===== src/rtl/fetch_pkg.sv =====
// fetch_pkg: shared widths, FSM states and buffer entry layout for the fetch stage
package fetch_pkg;
    localparam int DEF_ADDR_W = 10;
    localparam int DEF_DATA_W = 32;
    localparam int DEF_RESET_PC = 0;
    typedef enum logic [1:0] {RUN, DRAIN, HALTED} state_t;
    typedef struct packed {
        logic [DEF_DATA_W-1:0] instr;
        logic [DEF_ADDR_W-1:0] pc;
    } entry_t;
endpackage


===== src/rtl/fetch_fifo.sv =====
// fetch_fifo: small circular buffer with flush and push+pop when full; head reads as 0 when empty
module fetch_fifo #(
    parameter int W = 42,
    parameter int DEPTH = 2,
    localparam int PW = $clog2(DEPTH),
    localparam int CW = $clog2(DEPTH + 1)
) (
    input  logic          clk,
    input  logic          rst_n,
    input  logic          push,
    input  logic          pop,
    input  logic          flush,
    input  logic [W-1:0]  din,
    output logic [W-1:0]  dout,
    output logic [CW-1:0] count
);
    logic [W-1:0] mem [DEPTH];
    logic [PW-1:0] head, tail, head_inc, tail_inc;
    assign head_inc = (head == PW'(DEPTH - 1)) ? '0 : head + 1'b1;
    assign tail_inc = (tail == PW'(DEPTH - 1)) ? '0 : tail + 1'b1;
    assign dout = (count != '0) ? mem[head] : '0;
    always_ff @(posedge clk or negedge rst_n) begin
        if (!rst_n) begin
            head <= '0;
            tail <= '0;
            count <= '0;
        end else if (flush) begin
            head <= '0;
            tail <= '0;
            count <= '0;
        end else begin
            if (push) tail <= tail_inc;
            if (pop) head <= head_inc;
            count <= count + CW'(push) - CW'(pop);
        end
    end
    always_ff @(posedge clk) begin
        if (push && !flush) mem[tail] <= din;
    end
endmodule


===== src/rtl/fetch_unit.sv =====
// fetch_unit: owns the PC, fetches one word per cycle into a buffer, handles redirect and halt-drain
module fetch_unit
    import fetch_pkg::*;
#(
    parameter int ADDR_W = DEF_ADDR_W,
    parameter int DATA_W = DEF_DATA_W,
    parameter int RESET_PC = DEF_RESET_PC,
    parameter int DEPTH = 2
) (
    input  logic              clk,
    input  logic              rst_n,
    output logic [ADDR_W-1:0] imem_addr,
    input  logic [DATA_W-1:0] imem_data,
    input  logic              redirect_valid,
    input  logic [ADDR_W-1:0] redirect_pc,
    input  logic              halt_req,
    output logic              out_valid,
    input  logic              out_ready,
    output logic [DATA_W-1:0] out_instr,
    output logic [ADDR_W-1:0] out_pc,
    output logic [ADDR_W-1:0] out_pc_next,
    output logic              halted
);
    localparam int CW = $clog2(DEPTH + 1);
    state_t state, state_next;
    logic [ADDR_W-1:0] fpc;
    logic [CW-1:0] count;
    logic pop, push;
    assign imem_addr = fpc;
    assign out_valid = count != '0;
    assign pop = out_valid && out_ready;
    assign push = state == RUN && !redirect_valid && !halt_req && (count < CW'(DEPTH) || pop);
    assign out_pc_next = out_valid ? out_pc + 1'b1 : '0;
    assign halted = state == HALTED;
    fetch_fifo #(.W(DATA_W + ADDR_W), .DEPTH(DEPTH)) u_fifo (
        .clk(clk),
        .rst_n(rst_n),
        .push(push),
        .pop(pop),
        .flush(redirect_valid),
        .din({imem_data, fpc}),
        .dout({out_instr, out_pc}),
        .count(count)
    );
    // DRAIN completes on the edge where the last entry leaves
    always_comb begin
        state_next = state;
        if (redirect_valid) state_next = RUN;
        else if (state == RUN && halt_req) state_next = DRAIN;
        else if (state == DRAIN && (count == '0 || (count == CW'(1) && pop))) state_next = HALTED;
    end
    always_ff @(posedge clk or negedge rst_n) begin
        if (!rst_n) begin
            state <= RUN;
            fpc <= ADDR_W'(RESET_PC);
        end else begin
            state <= state_next;
            fpc <= redirect_valid ? redirect_pc : push ? fpc + 1'b1 : fpc;
        end
    end
endmodule


===== config.mk =====
export PLATFORM = sky130hd
export DESIGN_NAME = fetch_unit
export DESIGN_NICKNAME = d
export VERILOG_FILES = /design/src/rtl/fetch_pkg.sv /design/src/rtl/fetch_fifo.sv /design/src/rtl/fetch_unit.sv
export SDC_FILE = /design/constraint.sdc
export NUM_CORES = 1
export LEC_CHECK = 0
export CAP_MARGIN = 30
export CORE_MARGIN = 2
export CORE_UTILIZATION = 44
export DETAILED_ROUTE_END_ITERATION = 16
export MAX_ROUTING_LAYER = met4
export PLACE_DENSITY = 0.73
export RECOVER_POWER = 25
export SYNTH_ARGS = -nofsm -noshare
export SYNTH_HDL_FRONTEND = slang
export SYNTH_SLANG_ARGS = --single-unit

===== constraint.sdc =====
create_clock -name clk -period 3.45 [get_ports clk]
set_input_delay 0.69 -clock clk [delete_from_list [all_inputs] [get_ports clk]]
set_output_delay 0.69 -clock clk [all_outputs]
set_load 0.01 [all_outputs]

==> Yosys cells after proc, flatten, opt, wreduce, memory -nomap -nowiden <==
Memory sizes are Yosys's and may differ from the RTL's.
Cells that the tools add are included.
{ "classes": {"n_addsub": 6, "order_cmp": 1, "n_eq_ne": 3, "muxes": 16, "reduce_logical": 18} }
{ "op_table": {"columns": ["operator", "count"], "rows": [
  ["$mux 42", 1],
  ["$mux 10", 3],
  ["$add 10x1->10 const B", 2],
  ["$logic_and 1x1->1", 8],
  ["$mux 1", 8],
  ["$mux 2", 4],
  ["$reduce_bool 2->1", 3],
  ["$eq 2x1->1 const B", 2],
  ["$logic_not 2->1", 2],
  ["$reduce_bool 3->1", 1],
  ["$add 1x1->1 const B", 2],
  ["$add 2x1->2", 1],
  ["$eq 2x2->1 const B", 1],
  ["$logic_not 1->1", 2],
  ["$logic_or 1x1->1", 2],
  ["$lt 2x2->1 const B", 1],
  ["$sub 2x1->2", 1]
]} }
{ "totals": {"ff_bits": 16, "mem_bits_rw": 84, "input_bits": 47, "output_inout_bits": 64, "word_cells": 50, "memories": 1} }
{ "memory_table": {"columns": ["memory", "depth", "word_bits", "rd", "rd_clocked_by_memory_dff", "wr", "line", "rtl"], "rows": [
  ["u_fifo.mem", 2, 42, 1, 0, 1, "fetch_fifo.sv:17", "logic [W-1:0] mem [DEPTH];"]
]} }

==> Depth between registers and ports, before layout <==
{ "logic_depth": {"ltp_word": 8, "ltp_mapped": 9, "ltp_nobuf": 7} }

==> Cells and area by module <==
Synthesis repeated with hierarchy kept, for this count alone.
{ "unflattened": {"hier_cells": 307, "area_unflattened_um2": 4380.5} }
{ "modules_own_cells": {"columns": ["mod", "instances", "cells_each", "area_per_inst_um2", "seq_area_each_um2"], "rows": [
  ["fetch_fifo", 1, 195, 3423.3, 2622.5],
  ["fetch_unit", 1, 112, 957.2, 300.3]
]} }

==> Worst setup path before layout <==
OpenSTA, ideal clock, no wires.
{ "synth_path": {"kind": "input -> register", "from": "input redirect_valid", "to": "memory u_fifo.mem[0][0], enable pin", "setup_time_ns": 0.443, "arrival_ns": 3.579, "required_time_ns": 3.007, "setup_slack_ns": -0.572, "stages": 5, "n_path_buf": 2, "path_cell_list": "buf_6 or4_4 or2_4 buf_6 nor2_1"} }
{ "synth_between": {"elab_chain_cells": 7} }
{ "synth_rtl": {"columns": ["item", "line", "rtl"], "rows": [
  ["start: declaration", "fetch_unit.sv:14", "input logic redirect_valid,"],
  ["$logic_not 1->1 *", "fetch_fifo.sv:38, fetch_unit.sv:32", null],
  ["$logic_and 1x1->1 (3 in series)", "fetch_unit.sv:32", "assign push = state == RUN && !redirect_valid && !halt_req && (count < CW'(DEPTH) || pop);"],
  ["$logic_and 1x1->1 *", "fetch_fifo.sv:38", "if (push && !flush) mem[tail] <= din;"],
  ["$mux 1 *", "fetch_fifo.sv:38", null],
  ["$mux 1 (implied by the code) *", "fetch_fifo.sv:38", null],
  ["end: declaration", "fetch_fifo.sv:17", null]
]} }
Mark *: on every way between the ends. The rest lies on a longest branch, timed or not.

==> Final worst setup path <==
{ "layout_path": {"from": "register u_fifo.head", "to": "output out_pc_next[8]"} }
{ "layout_between": {"elab_chain_cells": 4} }
{ "layout_rtl": {"columns": ["item", "line", "rtl"], "rows": [
  ["start: declaration", "fetch_fifo.sv:18", "logic [PW-1:0] head, tail, head_inc, tail_inc;"],
  ["start signal: assignment", "fetch_fifo.sv:33", "if (pop) head <= head_inc;"],
  ["$mem_v2 2x42", null, null],
  ["$mux 42", "fetch_fifo.sv:21", "assign dout = (count != '0) ? mem[head] : '0;"],
  ["$add 10x1->10", "fetch_unit.sv:33", "assign out_pc_next = out_valid ? out_pc + 1'b1 : '0;"],
  ["$mux 10", "fetch_unit.sv:33", null],
  ["end: declaration", "fetch_unit.sv:21", "output logic [ADDR_W-1:0] out_pc_next,"]
]} }
Every way passes these cells.

==> metrics.txt <==
# TYPE chip_impl_metric gauge
chip_impl_metric{name="tritoncts.num_buffers",unit=""} 9
chip_impl_metric{name="setup_violations",unit=""} 0
chip_impl_info{name="netlist.top_cell.by_area",value="edfxtp_1"} 1
chip_impl_info{name="synth_most_common_cell",value="edfxtp_1"} 1
chip_impl_metric{name="detailroute.via_count",unit=""} 2768
chip_impl_metric{name="antenna_found_initial",unit=""} 0
chip_impl_metric{name="setup-tns-final",unit="ns"} 0
chip_impl_metric{name="worst_ir_drop_vdd",unit="V"} 0.000256
chip_impl_info{name="tritoncts",value="yes"} 1
chip_impl_metric{name="hold_slack",unit="ns"} 0.555
chip_impl_metric{name="asyncSetResetFlopFracSynth",unit="%"} 16.0
chip_impl_metric{name="totalWireLength",unit="µm"} 8690
chip_impl_metric{name="post_synth_instance_area",unit="mm²"} 0.00425
chip_impl_metric{name="tritoncts_sink_count",unit=""} 100
chip_impl_metric{name="synth-warning-count",unit=""} 0
chip_impl_metric{name="pin_count_of_the_biggest_net_entering_global_routing",unit=""} 44
chip_impl_metric{name="final_core_util",unit="%"} 62.3
chip_impl_metric{name="n_antenna_cell",unit=""} 0
chip_impl_metric{name="finalWeightedCongestion",unit=""} 0.809
chip_impl_metric{name="num_rows",unit=""} 35
chip_impl_metric{name="synthesis.instances",unit=""} 300
chip_impl_metric{name="drt.antenna.violating_nets",unit=""} 0
chip_impl_metric{name="start_util",unit="%"} 45.8
chip_impl_metric{name="pwr_density_cell",unit="mW/mm²"} 612
chip_impl_metric{name="postSynthRegisterBits",unit=""} 100
chip_impl_metric{name="route.detailed.vias_per_inst",unit=""} 5.01
chip_impl_metric{name="synth_cell_types",unit=""} 37
chip_impl_metric{name="total_global_routing_track_utilization",unit="%"} 17.5
chip_impl_info{name="ys_top_cells_by_area",value="edfxtp_1 (59%), mux2i_1 (10%), dfrtp_1 (9.4%)"} 1
chip_impl_metric{name="areaGrowthSynthToFinish",unit="%"} 36.2
chip_impl_metric{name="cts_hold_repair.buffers",unit=""} 0
chip_impl_metric{name="sequential_cell_area",unit="mm²"} 0.00292
chip_impl_metric{name="die_outline_area",unit="mm²"} 0.0105
chip_impl_metric{name="globalRouteOverflowTotal",unit=""} 0
chip_impl_metric{name="floorplan.die.height",unit="µm"} 102
chip_impl_metric{name="port_buffer_count",unit=""} 110
chip_impl_metric{name="timing.final.crit_period",unit="ns"} 3.35
chip_impl_info{name="most_used_standard_cells_in_the_synthesized_netlist",value="edfxtp_1 (84), nor2_1 (52), mux2i_1 (43)"} 1
chip_impl_info{name="path_class",value="flip-flop to output pin"} 1
chip_impl_metric{name="floorplan.die.width",unit="µm"} 102
chip_impl_metric{name="clk_path_buf_depth",unit=""} 2
chip_impl_info{name="worstHoldPathType",value="flip-flop to flip-flop"} 1
chip_impl_metric{name="timing_worst_slew_pin_value",unit="ns"} 0.738
chip_impl_metric{name="grt_first_pass_wirelength",unit="µm"} 13500
chip_impl_info{name="run_status",value="complete, no violations"} 1
chip_impl_metric{name="drv_slew",unit=""} 0
chip_impl_metric{name="core_area",unit="mm²"} 0.00928
chip_impl_metric{name="crit_fanout",unit=""} 4
chip_impl_info{name="cp-start-kind",value="flip-flop"} 1
chip_impl_metric{name="drt-wirelength-per-cell",unit="µm"} 15.7
chip_impl_info{name="clockRootBuffer",value="clkbuf_8"} 1
chip_impl_metric{name="timing.max_slew.rel_slack",unit="%"} 50.6
chip_impl_metric{name="finalClockSkew",unit="ns"} 0.00997
chip_impl_metric{name="synth.avg_cell_area",unit="µm²"} 14.2
chip_impl_metric{name="max_cap_viol_count",unit=""} 0
chip_impl_metric{name="syn_nets",unit=""} 351
chip_impl_metric{name="seq_area_frac_synth",unit="%"} 68.8
chip_impl_metric{name="fillCellCount",unit=""} 758
chip_impl_metric{name="timing_hold_violations_final",unit=""} 0
chip_impl_metric{name="first_global_vias",unit=""} 2787
chip_impl_metric{name="cp_data_arrival_time",unit="ns"} 2.66
chip_impl_metric{name="p_leak",unit="µW"} 0.00199
chip_impl_metric{name="clk_pin_slew_worst_paths",unit="ns"} 0.09
chip_impl_metric{name="dp.final_hpwl",unit="µm"} 6320
chip_impl_metric{name="detail_route.drc_violations",unit=""} 0
chip_impl_metric{name="synth_enable_flop_cells",unit=""} 84
chip_impl_metric{name="pin_count",unit=""} 111
chip_impl_metric{name="synth_top_cell_area_share",unit="%"} 59.4
chip_impl_metric{name="share_of_final_layout_standard_cells_stronger_than_drive_strength_1",unit="%"} 8.27
chip_impl_info{name="synth_flop_cell",value="edfxtp_1"} 1
chip_impl_metric{name="iteration_count_of_the_initial_detailed_routing_pass",unit=""} 4
chip_impl_metric{name="fin_crit_sh",unit="%"} 97.1
chip_impl_metric{name="clk_latency",unit="ns"} 0.35
chip_impl_info{name="critPathCaptureType",value="output pin"} 1
chip_impl_metric{name="maxClockFrequency",unit="GHz"} 0.299
chip_impl_metric{name="detailedRoute.firstIterationViolations",unit=""} 62
chip_impl_metric{name="multiInputGateArea",unit="mm²"} 0.00126
chip_impl_metric{name="htree_num_levels",unit=""} 3
chip_impl_metric{name="critPathRequiredTime",unit="ns"} 2.76
chip_impl_metric{name="report.power.total",unit="µW"} 3540
chip_impl_metric{name="finish.net_count",unit=""} 469
==> power by group <==
group	leakage, µW	switching, µW	internal (µW)
Clock	0.0000972	381	341
Sequential	0.000966	89.5	1450
Combinational	0.000923	627	656
==> cells in the final DEF, fill, tap and decap left out, types with 2 or more instances in the layout <==
cell type and n:
clkdlybuf4s50_1 87, edfxtp_1 84, nor2_1 50, mux2i_1 43, dlygate4sd3_1 23, dfrtp_1 15
clkbuf_8 9, nand3_1 8, o21ai_0 8, inv_1 7, nor3_1 7, xnor2_1 7
nand2_1 7, a221o_1 7, buf_4 7, xor2_1 4, a21oi_1 4, ha_1 4
clkinv_1 3, nand4_1 3, nor4_2 3, a21o_1 3, buf_12 3, nor2_4 2
nor2b_1 2, and2_1 2, and3_1 2, inv_6 2
==> stage by stage <==
step	instance area, µm²	std cells	setup slack (ns)
after detailed placement	5570	536	0.310
after CTS	5770	552	0.0948
after global placement	5570	536	0.398
final	5790	552	0.102
after global routing	5790	552	-0.0379
after floorplan	4250	300	0.161
==> sequential cells by signal, summed over array words and instances, names as in the netlist <==
signal	count
u_fifo.tail	1
imem_addr	10
u_fifo.mem	84
u_fifo.head	1
state	2
u_fifo.count	2
==> final cells by class <==
cell class / count / share of cell area [%]
multi-input cells: 179 / 21.8
clock inverters: 7 / 1.28
flip-flops and latches: 100 / 50.5
clock buffers: 9 / 2.14
repair buffers: 120 / 21.0
inverters: 8 / 0.519
well taps: 129 / 2.79
==> critical path, stage by stage, from the launching register on <==
cell	delay, ns
dfrtp_2	0.45
mux2i_1	0.19
nor2_1	0.18
ha_1	0.23
nor4b_2	0.22
buf_4	0.17
nand4_1	0.11
xnor2_1	0.20
clkdlybuf4s50_1	0.57
==> worst paths after layout <==
check,from,to,slack [ns],depth (start not counted)
min,state[1]$_DFFE_PN0P_,state[1]$_DFFE_PN0P_,0.56,2
min reg2reg,state[1]$_DFFE_PN0P_,state[1]$_DFFE_PN0P_,0.56,2
min in group asynchronous,rst_n,state[1]$_DFFE_PN0P_,0.77,1
max in group asynchronous,rst_n,u_fifo.head$_DFFE_PN0P_,2.17,1
max reg2reg,state[0]$_DFFE_PN0P_,u_fifo.mem[1][12]$_DFFE_PP_,1.10,5
max,u_fifo.head$_DFFE_PN0P_,out_pc_next[8],0.10,8
==> timing repair <==
action | in CTS | in global routing
gates cloned | 0 | 0
setup endpoints to repair | 1 | 2
pin swaps | 0 | 1
gates resized for setup | 1 | 2
setup buffers | 0 | 0
==> metal layers <==
metal	vias to the layer above	global-route usage (%)	part of all wire (%)
met4	0	5.33	1.2
met2	102	28.0	48
met3	10	3.35	5.8
li1	1345	-	-
met5	-	-	0
met1	1311	23.0	45
==> logic make-up after synthesis <==
family | share of synthesized area, %
AO/OA/AOI/OAI | 4.68
adder cells (fa/ha/maj) | 1.18
flip-flops | 68.8
buffers and inverters | 2.36
AND/OR/NAND/NOR | 10.6
XOR/XNOR | 2.27
multiplexers | 10.1
Note: power is estimated with default switching activity, not from simulation.
